**src/rtl/skipcnt_pkg.sv**
```systemverilog
// rtl/skipcnt_pkg.sv - skip_counter defaults, mode encodings and step helper
package skipcnt_pkg;

    localparam int SKIPCNT_WIDTH_D   = 4;
    localparam int SKIPCNT_THRESH_D  = 8;
    localparam int SKIPCNT_STEP_LO_D = 1;
    localparam int SKIPCNT_STEP_HI_D = 2;
    localparam int SKIPCNT_MAX_D     = 15;

    typedef enum logic {
        SKIPCNT_MODE_SKIP = 1'b0,
        SKIPCNT_MODE_LIN  = 1'b1
    } skipcnt_mode_e;

    // Any step beyond MAX always wraps, so MAX+1 is equivalent and fits in WIDTH+1 bits.
    function automatic int skipcnt_clamp_step(input int step, input int max);
        return (step > max) ? max + 1 : step;
    endfunction

endpackage

```
**src/rtl/skipcnt_next.sv**
```systemverilog
// rtl/skipcnt_next.sv - combinational next-count and wrap decision
module skipcnt_next
    import skipcnt_pkg::*;
#(
    parameter int WIDTH   = SKIPCNT_WIDTH_D,
    parameter int THRESH  = SKIPCNT_THRESH_D,
    parameter int STEP_LO = SKIPCNT_STEP_LO_D,
    parameter int STEP_HI = SKIPCNT_STEP_HI_D,
    parameter int MAX     = SKIPCNT_MAX_D
) (
    input  logic [WIDTH-1:0] cnt_i,
    input  logic             mode_i,
    output logic [WIDTH-1:0] nxt_o,
    output logic             wrap_o
);

    localparam int LO_C = skipcnt_clamp_step(STEP_LO, MAX);
    localparam int HI_C = skipcnt_clamp_step(STEP_HI, MAX);

    localparam logic [WIDTH:0] THRESH_W = THRESH[WIDTH:0];
    localparam logic [WIDTH:0] MAX_W    = MAX[WIDTH:0];
    localparam logic [WIDTH:0] LO_W     = LO_C[WIDTH:0];
    localparam logic [WIDTH:0] HI_W     = HI_C[WIDTH:0];

    logic [WIDTH:0] cnt_ext;
    logic [WIDTH:0] step;
    logic [WIDTH:0] sum;

    always_comb begin
        cnt_ext = {1'b0, cnt_i};
        step    = (mode_i == SKIPCNT_MODE_SKIP && cnt_ext > THRESH_W) ? HI_W : LO_W;
        sum     = cnt_ext + step;
        wrap_o  = (cnt_ext == MAX_W) || (sum > MAX_W);
        nxt_o   = wrap_o ? '0 : sum[WIDTH-1:0];
    end

endmodule

```
**src/rtl/skip_counter.sv**
```systemverilog
// rtl/skip_counter.sv - parametrised skip counter; SKIPCNT_WRAPCNT_EN adds wrap_cnt
module skip_counter
    import skipcnt_pkg::*;
#(
    parameter int WIDTH   = SKIPCNT_WIDTH_D,
    parameter int THRESH  = SKIPCNT_THRESH_D,
    parameter int STEP_LO = SKIPCNT_STEP_LO_D,
    parameter int STEP_HI = SKIPCNT_STEP_HI_D,
    parameter int MAX     = SKIPCNT_MAX_D
`ifdef SKIPCNT_WRAPCNT_EN
    ,
    parameter int WRAP_W  = 8
`endif
) (
    input  logic             clk,
    input  logic             rst,
    input  logic             en,
    input  logic             clr,
    input  logic             load,
    input  logic [WIDTH-1:0] load_val,
    input  logic             mode,
    output logic [WIDTH-1:0] cnt,
    output logic             wrap,
    output logic             load_err
`ifdef SKIPCNT_WRAPCNT_EN
    ,
    output logic [WRAP_W-1:0] wrap_cnt
`endif
);

    generate
        if (STEP_LO < 1 || STEP_HI < 1 || THRESH >= MAX || MAX > (2**WIDTH) - 1) begin : g_bad_param
            $error("skip_counter: illegal parameter combination");
        end
    endgenerate

    localparam logic [WIDTH-1:0] MAX_W = MAX[WIDTH-1:0];

    logic [WIDTH-1:0] cnt_q, cnt_d;
    logic             wrap_q, wrap_d;
    logic             lerr_q, lerr_d;
    logic [WIDTH-1:0] nxt;
    logic             nxt_wrap;

    skipcnt_next #(
        .WIDTH  (WIDTH),
        .THRESH (THRESH),
        .STEP_LO(STEP_LO),
        .STEP_HI(STEP_HI),
        .MAX    (MAX)
    ) u_next (
        .cnt_i (cnt_q),
        .mode_i(mode),
        .nxt_o (nxt),
        .wrap_o(nxt_wrap)
    );

    // Priority: clr > load > en > hold; pulses default low every cycle.
    always_comb begin
        cnt_d  = cnt_q;
        wrap_d = 1'b0;
        lerr_d = 1'b0;
        if (clr) begin
            cnt_d = '0;
        end else if (load) begin
            if (load_val > MAX_W) begin
                cnt_d  = '0;
                lerr_d = 1'b1;
            end else begin
                cnt_d = load_val;
            end
        end else if (en) begin
            cnt_d  = nxt;
            wrap_d = nxt_wrap;
        end
    end

    always_ff @(posedge clk or negedge rst) begin
        if (!rst) begin
            cnt_q  <= '0;
            wrap_q <= 1'b0;
            lerr_q <= 1'b0;
        end else begin
            cnt_q  <= cnt_d;
            wrap_q <= wrap_d;
            lerr_q <= lerr_d;
        end
    end

    assign cnt      = cnt_q;
    assign wrap     = wrap_q;
    assign load_err = lerr_q;

`ifdef SKIPCNT_WRAPCNT_EN
    logic [WRAP_W-1:0] wcnt_q, wcnt_d;

    always_comb begin
        wcnt_d = wcnt_q;
        if (clr) begin
            wcnt_d = '0;
        end else if (wrap_d && wcnt_q != '1) begin
            wcnt_d = wcnt_q + 1'b1;
        end
    end

    always_ff @(posedge clk or negedge rst) begin
        if (!rst) begin
            wcnt_q <= '0;
        end else begin
            wcnt_q <= wcnt_d;
        end
    end

    assign wrap_cnt = wcnt_q;
`endif

endmodule

```
**config.mk**
```make
export PLATFORM = sky130hd
export DESIGN_NAME = skip_counter
export DESIGN_NICKNAME = d
export VERILOG_FILES = /design/src/rtl/skipcnt_pkg.sv /design/src/rtl/skipcnt_next.sv /design/src/rtl/skip_counter.sv
export SDC_FILE = /design/constraint.sdc
export NUM_CORES = 1
export LEC_CHECK = 0
export BUFFER_PORTS_ARGS = -buffer_cell sky130_fd_sc_hd__buf_4
export CAP_MARGIN = 15
export CORE_AREA = 2 2 39 41
export CTS_CLUSTER_SIZE = 25
export DETAILED_ROUTE_END_ITERATION = 6
export DIE_AREA = 0 0 41 43
export PLACE_DENSITY = 0.49
export RECOVER_POWER = 25
export REMOVE_ABC_BUFFERS = 1
export SETUP_SLACK_MARGIN = 0.4
export SLEW_MARGIN = 10
export SYNTH_ARGS = -nofsm -noshare
export SYNTH_HDL_FRONTEND = slang
export SYNTH_SLANG_ARGS = --single-unit
```
**constraint.sdc**
```tcl
create_clock -name clk -period 4.3 [get_ports clk]
set_clock_uncertainty 0.1 [all_clocks]
set_input_delay 0.215 -clock clk [delete_from_list [all_inputs] [get_ports clk]]
set_output_delay 0.215 -clock clk [all_outputs]
set_load 0.02 [all_outputs]
```
# == Word level (Yosys, flattened, before mapping) ==
# Cells that the tools add are included.
# op_classes
n_addsub,1
magnitude_cmp,3
eq_ne,1
n_mux,12
bitwise_logic,1
n_reduce_logical,3
# op_table
cell,n
4-bit 2-to-1 mux,5
4-bit > comparator (second input constant),2
1-bit 2-to-1 mux,6
4-bit by 5-bit adder with 5-bit output,1
5-bit by 4-bit > comparator with 1-bit output (second input constant),1
4-bit == test (second input constant),1
3-bit nonzero test,1
2-bit 2-to-1 mux,1
1-bit logical AND,1
1-bit logical OR,1
1-bit inverter,1
# word_totals
reg_bits,6
in_bits,10
out_inout_bits,6
word_cells,24

# == Logic depth before layout (Yosys ltp) ==
# Gate-level depths: netlist of run 1.
# depth
word_depth,10
mapped_depth,8
mapped_depth_nobuf,8

# == Modules after synthesis ==
# From an unflattened synthesis of run 1, not the netlist that was laid out.
# unflattened
cells_unflattened,41
area_unflattened_um2,384.1
# by_module_without_submodules
mod,instances,cells_per_inst,area_each_um2,seq_area_each_um2
skip_counter,1,23,255.2,125.1
skipcnt_next,1,18,128.9,0.0

# == Worst setup path after synthesis of run 1 ==
# Ideal clock, no wire load.
# synth_timing
kind,register to register
startpoint,reg cnt_q[1] (netlist: cnt[1])
endpoint,reg cnt_q[2] (netlist: cnt[2])
setup_ps,86
t_arrival_ps,2014
required_time_ps,4114
setup_slack_ps,2100
stages_incl_launch_ff,8
n_path_buf,0
cell_sequence,dfrtp_1 o311ai_0 inv_1 fa_1 a31o_1 a21oi_1 a311oi_1 nor3_1
# synth_via
elab_chain_len,10
# synth_rtl
item,line_no,text
"start, declared",skip_counter.sv:39,"logic [WIDTH-1:0] cnt_q, cnt_d;"
"start signal, assigned",skip_counter.sv:84,cnt_q <= cnt_d;
4-bit > comparator,skipcnt_next.sv:31,step = (mode_i == SKIPCNT_MODE_SKIP && cnt_ext > THRESH_W) ? HI_W : LO_W;
1-bit logical AND,skipcnt_next.sv:31,
2-bit 2-to-1 mux,skipcnt_next.sv:31,
4-bit by 5-bit adder with 5-bit output,skipcnt_next.sv:32,sum = cnt_ext + step;
5-bit by 4-bit > comparator with 1-bit output,skipcnt_next.sv:33,wrap_o = (cnt_ext == MAX_W) || (sum > MAX_W);
1-bit logical OR,skipcnt_next.sv:33,
4-bit 2-to-1 mux (*),skipcnt_next.sv:34,nxt_o = wrap_o ? '0 : sum[WIDTH-1:0];
4-bit 2-to-1 mux (*),skip_counter.sv:72,end else if (en) begin
4-bit 2-to-1 mux (*),skip_counter.sv:65,end else if (load) begin
4-bit 2-to-1 mux (*),skip_counter.sv:63,if (clr) begin
# Mark *: on every way between the ends. The rest lies on a longest branch, timed or not. The select of a mux whose other input is x is not followed.
# A chain may end at the register's enable or synchronous reset.

# == Worst setup path after layout of run 1 ==
# Same ends and word-level chain as after synthesis.

==> metrics.md, run 1 <==
| Metric | Value |
|---|---|
| Outcome | completed |
| Vias in the first global route | 326 |
| Top cells by area, synth | dfrtp_1, a21oi_1, ha_1 |
| CTS buffer count | 3 |
| Final Cycle Share | 55.7% |
| Startpoint Class | flip-flop |
| Initial Util | 25.9% |
| Worst EP arrival | 2.45 ns |
| PwrDens | 281 nW/um^2 |
| H-tree Lvls | 1 |
| Max VDD drop | 0.000183 V |
| Crit. End Element | flip-flop |
| Post-CTS sizing | 0 |
| Clk slew on worst S/H paths | 0.04 ns |
| WL met1 | 374 um |
| Worst-case hold slack | 0.0651 ns |
| Rel. slew slack | 63.4% |
| Critical path class | flip-flop to flip-flop |
| Die Height | 43 um |
| Filler cells | 163 |
| Global route overflow | 0 |
| Switching share of power | 28.1% |
| Int Power | 0.000102 W |
| Number of detailed-route iterations in the first pass | 4 |
| Layout Nets | 71 |
| Syn Area/Cell | 8.98 sq um |
| Hold Crit Class | primary input to flip-flop |
| Cell taking the most area after synthesis | dfrtp_1 |
| First-pass GRT wire length | 1360 um |
| Comb power frac | 23.6% |
| Post-CTS Setup Inserts | 0 |
| Fin. Hold Viols | 0 |
| Share of cells above drive strength 1 | 29.8% |
| Cell Rows | 14 |
| Die X | 41 um |
| Clk network pwr share | 37.6% |
| Pin count of the biggest net entering global routing | 10 |
| Count of pins over their slew limit | 0 |
| Post-synthesis cell count | 40 |
| Initial antenna violation count | 0 |
| Core Region | 1380 sq um |
| GRT Overall Usage | 11.9% |
| Post-route cell area | 504 sq um |
| Tmin final | 2.40 ns |
| Number of flops mapped to enable cells by yosys | 0 |
| Clock Tree Root | clkbuf_4 |
| #FFs+latches synth | 5 |
| Die area | 1760 sq um |
| # diodes | 0 |
| Hold_buf cts | 1 |
| Top layer in use | met3 |
| Most used DFF post-synth | dfrtp_1 |
| Count of cell types in the netlist | 22 |
| Async SR Flop Fraction | 100% |
| Final core occ | 36.4% |
| Post-route insts no fill | 73 |
| Layout area overhead | 40.4% |
| Dpl cells | 68 |
| Worst EP required | 4.35 ns |
| CTS max path bufs | 2 |
| Fmax | 417 MHz |
| Vias | 347 |
| Placer's final routability congestion estimate | 0.752 |
| Final count of negative-setup-slack endpoints | 0 |
| Max-Cap Viols | 0 |
| Crit Path Max Fanout | 7 |
| Cell Area, Synth | 359 sq um |
| TritonCTS clock tree | done |
| Clk sinks | 5 |
| Most frequent cell after synthesis | a21oi_1 |
| Drt via density | 4.75 |
| Commonest cells post-synth | a21oi_1, dfrtp_1, inv_1, nand3_1, nor3b_1 |
| Placed cell area | 472 sq um |
| Yosys top cell area share | 34.8% |
| Pleak | 0.255 nW |
| P_sw | 0.0000399 W |
| Clock Latency Late Sink | 0.24 ns |
| Sequential Power Share | 38.8% |
| Residual DRC count | 0 |
| DRT iter0 DRCs | 5 |
| Final TNS setup | 0 ns |
| Detailed-placement wirelength estimate | 652 um |
| Routed wire length on met2 | 430 um |
| Routed Antenna Nets | 0 |
| Share of the yosys chip area belonging to registers | 34.8% |
| Routed wire length | 834 um |
| PortBufs | 14 |
| Synth Warn # | 0 |
| I/O pin total | 16 |
| Routed length on met3 | 29 um |
| Routed len/inst | 11.4 um |
| Unrepaired setup endpoints after global routing | no |
| Slew @ Worst Pin | 0.543 ns |
worst max-delay path: stages, from the launching register on:
cell and delay (ns):
dfrtp_1 0.45, o311ai_0 0.54, inv_1 0.16, fa_1 0.46, a31o_1 0.20, a21oi_1 0.14, a311oi_1 0.07, nor3_1 0.18
kinds of logic after synthesis:
logic type | count (synthesis) | share of synthesized area, %
compound gates | 14 | 25.4
simple gates | 11 | 18.5
buf+inv | 6 | 7.66
flops | 5 | 34.8
fa+ha+maj | 3 | 12.5
other cells | 1 | 1.04
flip-flops by register name, indices dropped and copies added, names as in the netlist:
register / cells
wrap: 1
cnt: 4
routing by layer:
| metal | track usage (%) | vias up |
|---|---|---|
| met1 | 13.7 | 162 |
| met3 | 6.28 | 0 |
| met2 | 17.2 | 6 |
| met5 | 0 | - |
| met4 | 6.00 | 0 |
| li1 | - | 179 |
power by group through the flow:
stage               Combinational, W  Sequential [W]   Clock, W
CTS                        0.0000347       0.0000551  0.0000560
global placement           0.0000341       0.0000558          0
global route               0.0000372       0.0000556  0.0000614
detailed placement         0.0000331       0.0000557          0
finish                     0.0000334       0.0000550  0.0000532
floorplan                  0.0000134       0.0000580          0
path summary, 6_finish.rpt:
kind                       startpoint  endpoint  slack (ns)  cells past startpoint
setup / recovery               cnt[1]    cnt[2]        1.90                      7
hold / removal                    clr    cnt[1]        0.07                      2
setup reg to reg               cnt[1]    cnt[2]        1.90                      7
hold reg to reg                cnt[2]    cnt[3]        0.54                      2
max in group asynchronous         rst    cnt[2]        3.63                      2
min in group asynchronous         rst    cnt[3]        0.25                      2
placed cells by master (no fill, tap or decap):
cell            n
a21oi_1         6
nor3_1          1
inv_1           4
nor2b_1         2
a311oi_1        1
nand3_1         3
o31ai_1         1
o21ai_1         1
clkbuf_4        3
a21o_1          1
dfrtp_1         5
a31oi_1         1
fa_1            1
o311ai_0        1
dlygate4sd3_1   1
clkbuf_1        2
nor3b_1         3
a31o_1          1
ha_1            2
nand2_1         1
conb_1          1
a21o_2          1
buf_4          13
nand3b_1        1
final cells by class:
type | count | area (sq um) | share of cell area, %
clock buffers | 4 | 26.3 | 5.21
inverters | 4 | 15.0 | 2.98
multi-input cells | 29 | 206 | 40.9
flip-flops and latches | 5 | 125 | 24.8
well taps | 16 | 20.0 | 3.97
repair buffers | 15 | 111 | 22.1
through the flow:
stage | total power [W] | worst slack [ns]
2_1_floorplan | 0.0000714 | 2.10
3_3_place_gp | 0.0000899 | 2.04
6_report | 0.000142 | 1.90
4_1_cts | 0.000146 | 1.83
5_1_grt | 0.000154 | 1.71
3_5_place_dp | 0.0000888 | 1.96
Note: power is estimated with default switching activity, not from simulation.
==> run 2, diff against run 1 <==
==> constraint.sdc (replaced) <==
create_clock -name clk -period 2.4 [get_ports clk]
set_clock_uncertainty 0.1 [all_clocks]
set_input_delay 0.12 -clock clk [delete_from_list [all_inputs] [get_ports clk]]
set_output_delay 0.12 -clock clk [all_outputs]
set_load 0.02 [all_outputs]
==> metrics.md, run 2 (synthesized netlist as in run 1, its figures left out) <==
| Metric | Value |
|---|---|
| Core Region | 1380 sq um (unchanged) |
| Clk sinks | 5 (unchanged) |
| # diodes | 0 (unchanged) |
| Highest-count cells in the layout ignoring fill and taps | buf_4, a21oi_1, dfrtp_1 (unchanged) |
| Clk slew on worst S/H paths | 0.04 ns (about the same) |
| Max-Cap Viols | 0 (unchanged) |
| Routed wire length | 830 um (was 834 um) |
| Final count of negative-setup-slack endpoints | 0 (unchanged) |
| Initial Util | 25.9% (unchanged) |
| CP peak stage delay | 0.39 ns (was 0.54 ns) |
| Critical path class | flip-flop to flip-flop (unchanged) |
| WP depth | 7 (unchanged) |
| Largest register FFs | 4 (unchanged) |
| Drt via density | 4.52 (was 4.75) |
| R2R Setup Slk | 0.43 ns (was 1.90 ns) |
| Pleak | 0.292 nW (was 0.255 nW) |
| Die Height | 43 um (unchanged) |
| Cell Rows | 14 (unchanged) |
| Max VDD drop | 0.000354 V (was 0.000183 V) |
| Die area | 1760 sq um (unchanged) |
| Vias | 366 (was 347) |
| Unrepaired setup endpoints after global routing | yes (was no) |
| Crit-path cells | o311ai_2, inv_1, fa_2, a21o_2, o21ai_1, nand2_1, a31oi_1 (was o311ai_0, inv_1, fa_1, a31o_1, a21oi_1, a311oi_1, nor3_1) |
| Worst EP required | 2.46 ns (was 4.35 ns) |
| Routed len/inst | 10.2 um (was 11.4 um) |
| First-pass GRT wire length | 1420 um (was 1360 um) |
| Commonest non-fill, non-tap cell in the layout | buf_4 (unchanged) |
| Final TNS setup | 0 ns (unchanged) |
| Startpoint Class | flip-flop (unchanged) |
| Final Cycle Share | 81.9% (was 55.7%) |
| DRT iter0 DRCs | 2 (was 5) |
| Worst-case hold slack | 0.0890 ns (was 0.0651 ns) |
| TritonCTS clock tree | done (unchanged) |
| Vias in the first global route | 350 (was 326) |
| Worst r2r path cells | 7 (unchanged) |
| GRT Overall Usage | 12.3% (was 11.9%) |
| Min-Delay Path Depth | 3 (was 2) |
| Filler cells | 157 (was 163) |
| Crit-path slowest cell | fa_2 (was o311ai_0) |
| Initial antenna violation count | 0 (unchanged) |
| Crit. End Element | flip-flop (unchanged) |
| Clock Tree Root | clkbuf_4 (unchanged) |
| Count of pins over their slew limit | 0 (unchanged) |
| Residual DRC count | 0 (unchanged) |
| Pin count of the biggest net entering global routing | 10 (unchanged) |
| Outcome | completed (unchanged) |
| Fmax | 509 MHz (was 417 MHz) |
| Hold Crit Class | primary input to flip-flop (unchanged) |
| Clock Latency Late Sink | 0.24 ns (about the same) |
| Worst EP arrival | 2.02 ns (was 2.45 ns) |
| I/O pin total | 16 (unchanged) |
| Layout Nets | 79 (was 71) |
| PortBufs | 14 (unchanged) |
| PwrDens | 460 nW/um^2 (was 281 nW/um^2) |
| Number of detailed-route iterations in the first pass | 4 (unchanged) |
| Fin. Hold Viols | 0 (unchanged) |
| Global route overflow | 0 (unchanged) |
| Routed Antenna Nets | 0 (unchanged) |
| Placer's final routability congestion estimate | 0.727 (was 0.752) |
| CTS max path bufs | 2 (unchanged) |
| Tmin final | 1.97 ns (was 2.40 ns) |
| Layout area overhead | 63.1% (was 40.4%) |
| Die X | 41 um (unchanged) |
| Detailed-placement wirelength estimate | 674 um (was 652 um) |
| Delay-heaviest family, CP | compound AO/OA/AOI/OAI gates (unchanged) |
| CTS buffer count | 3 (unchanged) |
| Crit Path Max Fanout | 3 (was 7) |
| Share of cells above drive strength 1 | 43.1% (was 29.8%) |
| H-tree Lvls | 1 (unchanged) |
| Crit path buf inv count | 1 (unchanged) |
run 2: changes by cell type in the layout (fill, tap and decap cells not counted):
| cell | previous run | this run |
|---|---|---|
| o311ai_0 | 1 | 0 |
| fa_2 | 0 | 1 |
| dlygate4sd3_1 | 1 | 2 |
| buf_4 | 13 | 20 |
| a21oi_2 | 0 | 1 |
| nand3_2 | 0 | 1 |
| fa_1 | 1 | 0 |
| o311ai_2 | 0 | 1 |
| a21oi_1 | 6 | 5 |
| nand3_1 | 3 | 2 |
run 2: final cells by class:
cell class	count	area [sq um]	share of cell area, %
clock buffer	4	26.3	4.49
timing repair buffer	23	174	29.7
sequential	5	125	21.4
inverter	4	15.0	2.56
tap	16	20.0	3.42
multi-input combinational	29	225	38.5
run 2: what timing repair did:
item                                    4_1_cts  5_1_grt
endpoints found under the hold margin         9        0
buffers inserted                              3        0
resized for setup                             3        2
endpoints found under the setup margin        5        5
hold buffers                                  2        0
pin swaps                                     5        3
run 2: worst paths after layout:
path,startpoint,end
max,cnt[0],cnt[3]
min,load_val[2],cnt[2]
max reg2reg,cnt[0],cnt[3]
min reg2reg,cnt[2],wrap
max in group asynchronous,rst,cnt[2]
min in group asynchronous,rst,cnt[0]
run 2: stage by stage:
step | cells | utilization [%] | setup WS, ns | cell area, sq um | total power, W
finish | 81 | 42.3 | 0.434 | 586 | 0.000270
global placement | 72 | 36.3 | 0.190 | 502 | 0.000168
detailed placement | 72 | 36.3 | 0.139 | 502 | 0.000168
CTS | 81 | 42.0 | 0.378 | 581 | 0.000276
global route | 81 | 42.3 | 0.332 | 586 | 0.000294
floorplan | 38 | - | 0.200 | 347 | 0.000128
run 2: layer usage:
metal,wire (um),vias to the layer above,part of all wire [%],track usage [%]
li1,-,197,-,-
met1,375,162,45,15.4
met2,415,7,50,16.9
met3,39,0,4.7,6.28
met4,0,0,0,6.00
met5,0,-,0,0
run 2: power by group:
| part | internal (W) | leakage [nW] | switching, W |
|---|---|---|---|
| Clock | 0.0000627 | 0.0150 | 0.0000326 |
| Combinational | 0.0000413 | 0.211 | 0.0000400 |
| Sequential | 0.0000897 | 0.0662 | 0.00000318 |
| Total | 0.000194 | 0.292 | 0.0000758 |
run 2: worst reg2reg max path, stage by stage, from the launching register on:
cell and delay [ns]:
dfrtp_1 0.38, o311ai_2 0.32, inv_1 0.12, fa_2 0.39, a21o_2 0.21, o21ai_1 0.13, nand2_1 0.07, a31oi_1 0.17
